--- config.mk ---
export PLATFORM = sky130hd
export DESIGN_NAME = cfi_violation_responder
export DESIGN_NICKNAME = d
export VERILOG_FILES = /design/src/rtl/cfi_violation_responder.sv
export SDC_FILE = /design/constraint.sdc
export NUM_CORES = 1
export LEC_CHECK = 0
export ABC_AREA = 1
export BUFFER_PORTS_ARGS = -buffer_cell sky130_fd_sc_hd__buf_2
export CAP_MARGIN = 20
export CORE_ASPECT_RATIO = 1.1
export CORE_UTILIZATION = 42
export CTS_CLUSTER_SIZE = 12
export DETAILED_ROUTE_END_ITERATION = 10
export PLACE_DENSITY = 0.75
export SETUP_SLACK_MARGIN = 0.3
export SLEW_MARGIN = 20
export SYNTH_ARGS = -nofsm -noshare
export SYNTH_HDL_FRONTEND = slang
export SYNTH_SLANG_ARGS = --single-unit
export TNS_END_PERCENT = 30
--- constraint.sdc ---
create_clock -name clk_i -period 1.2 [get_ports clk_i]
set_clock_uncertainty 0.1 [all_clocks]
set_input_delay 0.12 -clock clk_i [delete_from_list [all_inputs] [get_ports clk_i]]
set_output_delay 0.12 -clock clk_i [all_outputs]
set_load 0.01 [all_outputs]
--- src/rtl/cfi_violation_responder.sv ---
// Turns commit-stage CFI violation flags into a single held exception request,
// stalls commit while it is serviced, and locks the core after repeated violations.
module cfi_violation_responder #(
    parameter int XLEN           = 64,
    parameter int CNT_WIDTH      = 8,
    parameter int LOCK_THRESHOLD = 4
) (
    input  logic                 clk_i,
    input  logic                 rst_ni,
    input  logic [1:0]           flow_integrity_violated_i,
    input  logic                 available_i,
    input  logic [XLEN-1:0]      commit_pc_i,
    input  logic                 clear_i,
    input  logic                 cfi_ex_ready_i,
    output logic                 cfi_ex_valid_o,
    output logic [1:0]           cfi_ex_cause_o,
    output logic [XLEN-1:0]      cfi_ex_tval_o,
    output logic                 halt_commit_o,
    output logic [CNT_WIDTH-1:0] violation_count_o,
    output logic                 locked_o
);

    typedef enum logic [1:0] {
        S_IDLE,
        S_HALT,
        S_DRAIN,
        S_LOCKED
    } state_e;

    localparam logic [CNT_WIDTH-1:0] CNT_MAX = '1;
    // One extra bit so a threshold equal to 2^CNT_WIDTH can never be reached.
    localparam logic [CNT_WIDTH:0]   LOCK_THR = (CNT_WIDTH + 1)'(LOCK_THRESHOLD);

    state_e                 state_q, state_d;
    logic                   valid_q, valid_d;
    logic [1:0]             cause_q, cause_d;
    logic [XLEN-1:0]        tval_q, tval_d;
    logic                   halt_q, halt_d;
    logic [CNT_WIDTH-1:0]   count_q, count_d;
    logic                   locked_q, locked_d;
    logic                   drain_q, drain_d;

    always_ff @(posedge clk_i or negedge rst_ni) begin
        if (!rst_ni) begin
            state_q  <= S_IDLE;
            valid_q  <= 1'b0;
            cause_q  <= 2'b00;
            tval_q   <= '0;
            halt_q   <= 1'b0;
            count_q  <= '0;
            locked_q <= 1'b0;
            drain_q  <= 1'b0;
        end else begin
            state_q  <= state_d;
            valid_q  <= valid_d;
            cause_q  <= cause_d;
            tval_q   <= tval_d;
            halt_q   <= halt_d;
            count_q  <= count_d;
            locked_q <= locked_d;
            drain_q  <= drain_d;
        end
    end

    always_comb begin
        state_d  = state_q;
        valid_d  = valid_q;
        cause_d  = cause_q;
        tval_d   = tval_q;
        halt_d   = halt_q;
        count_d  = count_q;
        locked_d = locked_q;
        drain_d  = drain_q;

        unique case (state_q)
            S_IDLE: begin
                if (available_i && (flow_integrity_violated_i != 2'b00)) begin
                    state_d = S_HALT;
                    valid_d = 1'b1;
                    halt_d  = 1'b1;
                    cause_d = flow_integrity_violated_i;
                    tval_d  = commit_pc_i;
                    if (count_q != CNT_MAX) begin
                        count_d = count_q + 1'b1;
                    end
                end
            end
            S_HALT: begin
                if (valid_q && cfi_ex_ready_i) begin
                    valid_d = 1'b0;
                    if ({1'b0, count_q} >= LOCK_THR) begin
                        state_d  = S_LOCKED;
                        locked_d = 1'b1;
                    end else begin
                        state_d = S_DRAIN;
                        drain_d = 1'b0;
                    end
                end
            end
            S_DRAIN: begin
                // First DRAIN cycle is unconditional; leave only once the flags are quiet.
                if (!drain_q) begin
                    drain_d = 1'b1;
                end else if (flow_integrity_violated_i == 2'b00) begin
                    state_d = S_IDLE;
                    halt_d  = 1'b0;
                end
            end
            S_LOCKED: begin
                if (clear_i) begin
                    state_d  = S_IDLE;
                    halt_d   = 1'b0;
                    locked_d = 1'b0;
                end
            end
            default: begin
                state_d  = S_IDLE;
                valid_d  = 1'b0;
                halt_d   = 1'b0;
                locked_d = 1'b0;
            end
        endcase

        // Clear wins over an increment in the same cycle.
        if (clear_i) begin
            count_d = '0;
        end
    end

    assign cfi_ex_valid_o    = valid_q;
    assign cfi_ex_cause_o    = cause_q;
    assign cfi_ex_tval_o     = tval_q;
    assign halt_commit_o     = halt_q;
    assign violation_count_o = count_q;
    assign locked_o          = locked_q;

endmodule
==> results.toml <==
[worst_hold_path]
hold_path_startpoint = "cfi_ex_ready_i"
hp-class = "in -> reg"

[timing]
fin_crit_sh_pct = 110
setup_tns_ps = -6660
hold_viol_final = 0
setup_violations = 86
fin_crit_ps = 1320
worstMarginPinSlew_ps = 319
hold_ws_ps = 50.8
drv_slew = 0
layout_setup_ws_ps = -124
rsz0062_at_grt = "yes"
max_freq_mhz = 755
relSlewSlack_pct = 78.8

[power_and_ir_drop]
power_density_mw_per_mm2 = 868
ir_drop_uv = 536
p_sw_share_pct = 24.1
p_seq_share_pct = 55.0
pwr-share-clk_pct = 36.8
p_leak_nw = 3.25
combPwrFrac_pct = 8.2
finalPower_w = 0.00490
p_switching_w = 0.00118
intPower_w = 0.00371

[cells_and_area]
area_delta_synth_final_pct = 68.5
drive_above_1_share_pct = 36.2
diodes = 0
nNetsFinal = 725
finalInstanceArea_mm2 = 0.00564

[die]
design.die.area_mm2 = 0.00833
dieWidth_um = 87.1
num_rows = 33
initial_core_util_pct = 44.1
io_pins = 148
dieHeight_um = 95.6
coreArea_mm2 = 0.00760

[clock_tree]
cts-htree-levels = 3
ctsLongestPathBuffers = 2
cts_tree = "built"
path_clk_slew_ps = 90
root_buffer = "clkbuf_8"
cts.sinks = 80
clock_latency_ps = 340
cts_buffers = 9

[setup_path]
arrival_ps = 1500
end_kind = "register"
r2r_end = "violation_count_o[5]"
rrSetupSlack_ps = -120
reg2reg_depth = 7
critPathLaunchType = "register"
required_ps = 1370
critPathCapture = "violation_count_o[5]"
path_max_fanout = 4
worstSetupPathType = "reg -> reg"
rr_startpoint = "violation_count_o[2]"
critPathLaunch = "violation_count_o[2]"

[grt]
grt_overflow = 0
grt_pass1_wl_um = 15200
antenna_found_initial = 0
grt_pass1_vias = 3433
grt_max_degree = 34
grt_usage_pct = 23.8

[synthesis]
synth_top_area_share_pct = 59.8
ys_seq_area_share_pct = 59.8
ys_seq_elements = 80
syn_nets = 478
ys_warn_count = 0
synth_top_cell_by_area = "dfrtp_1"
synthesis.instances = 405
netlist_area_mm2 = 0.00335
yosysUniqueCellTypes = 22
syn_avg_cell_area_um2 = 8.27
yosys-top-cells-area = "dfrtp_1, nand2_1, nand3_1"

[placed_design]
pre_cts_ws_ps = -125
post-dp-hpwl_um = 6110
gp_congestion = 0.856
post_dp_cell_area_mm2 = 0.00448
placement.io_buffers = 147

[detailed_routing]
wl_per_cell_um = 13.4
route.detailed.drc = 0
viasPerCell = 4.63
routed_wl_um = 10200
ant_nets = 0
num_vias = 3526
drt_iter0_markers = 150
dr.pass1.iters = 5

[run_status]
status = "complete, but fails checks"
violations = "negative setup slack"

[job]
cap_viol_max_count = 0
==> placed cells by master, fill, tap and decap left out, types with 2 or more instances in the layout <==
master,synthesis,final
a21oi_2,1,2
buf_12,0,5
nand3_4,1,4
nor2_2,2,6
nor2_1,17,11
buf_2,6,128
buf_6,0,28
nand3_1,14,7
buf_4,6,20
nand3_2,1,6
dfrtp_1,80,75
inv_2,1,3
nand2_2,0,5
nor2_4,0,2
clkinvlp_4,0,2
inv_6,0,4
nand2_1,244,238
dlygate4sd3_1,0,66
clkbuf_8,0,9
o21ai_1,4,5
dfrtp_2,0,5
inv_1,14,11
xor2_1,2,2
==> worst max-delay path, cell delays in order (launching register included) <==
cell,delay [ps]
dfrtp_2,400
buf_6,110
nand3_1,150
nor2_1,150
nor2_1,60
nor2_1,140
nand3_2,90
nand2_1,60
==> metal layers <==
metal / global-route usage, % / wire length [µm]
met5: 0 / 0
met4: 12.7 / 322
met3: 4.85 / 537
met2: 43.2 / 5370
met1: 26.1 / 3980
==> Yosys cell counts, drive strengths merged <==
library cell	number
o21ai	5
clkbuf	2
nand3b	1
buf	12
ha	2
nand3	16
nand2	244
inv	15
a21oi	4
a21o	1
nor2	19
or2	1
xor2	2
nor3	1
dfrtp	80
==> flip-flops by register name (all words and copies together) (netlist names) <==
register           count
violation_count_o      8
cfi_ex_tval_o         64
halt_commit_o          1
locked_o               1
state_q                2
cfi_ex_cause_o         2
drain_q                1
cfi_ex_valid_o         1
==> repair_timing <==
action | CTS | global route
cloned | 0 | 2
hold buffers | 66 | 0
hold endpoints to repair | 145 | 0
setup endpoints to repair | 157 | 157
resized for setup | 37 | 22
setup buffers | 3 | 1
pin swaps | 10 | 10
==> power groups by stage <==
| stage | Sequential, W | Combinational, W | Clock (W) |
|---|---|---|---|
| floorplan | 0.00275 | 0.0000233 | 0 |
| global placement | 0.00275 | 0.000219 | 0 |
| detailed placement | 0.00275 | 0.000221 | 0 |
| CTS | 0.00269 | 0.000389 | 0.00185 |
| global route | 0.00269 | 0.000437 | 0.00196 |
| finish | 0.00269 | 0.000402 | 0.00180 |
==> cells by family after synthesis <==
kind of cell	synth area share, %
compound gates	1.68
fa+ha+maj	0.747
simple gates	33.1
xor+xnor	0.523
flops	59.8
buf+inv	4.15
==> stage by stage <==
step | util [%] | std cells
final | 74.3 | 762
after global routing | 74.3 | 762
after CTS | 72.3 | 759
after detailed placement | 58.9 | 674
after global placement | 58.9 | 674
after floorplan | - | 405
==> cell type report <==
type | instances | area [µm²]
clock buffer | 9 | 124
clock inverter | 7 | 55.1
fill | 546 | 1960
inverter | 15 | 61.3
multi-input combinational | 297 | 1360
sequential | 80 | 2010
tap | 105 | 131
timing repair buffer | 249 | 1910
==> worst min path at each step <==
stage,to,slack (ps),cells past startpoint
CTS,cfi_ex_cause_o[1],40,4
global placement,cfi_ex_tval_o[4],-60,1
detailed placement,cfi_ex_tval_o[4],-50,1
finish,state_q[1],50,5
global route,state_q[1],80,5
floorplan,cfi_ex_cause_o[0],-280,0
Note: power is estimated with default switching activity, not from simulation.
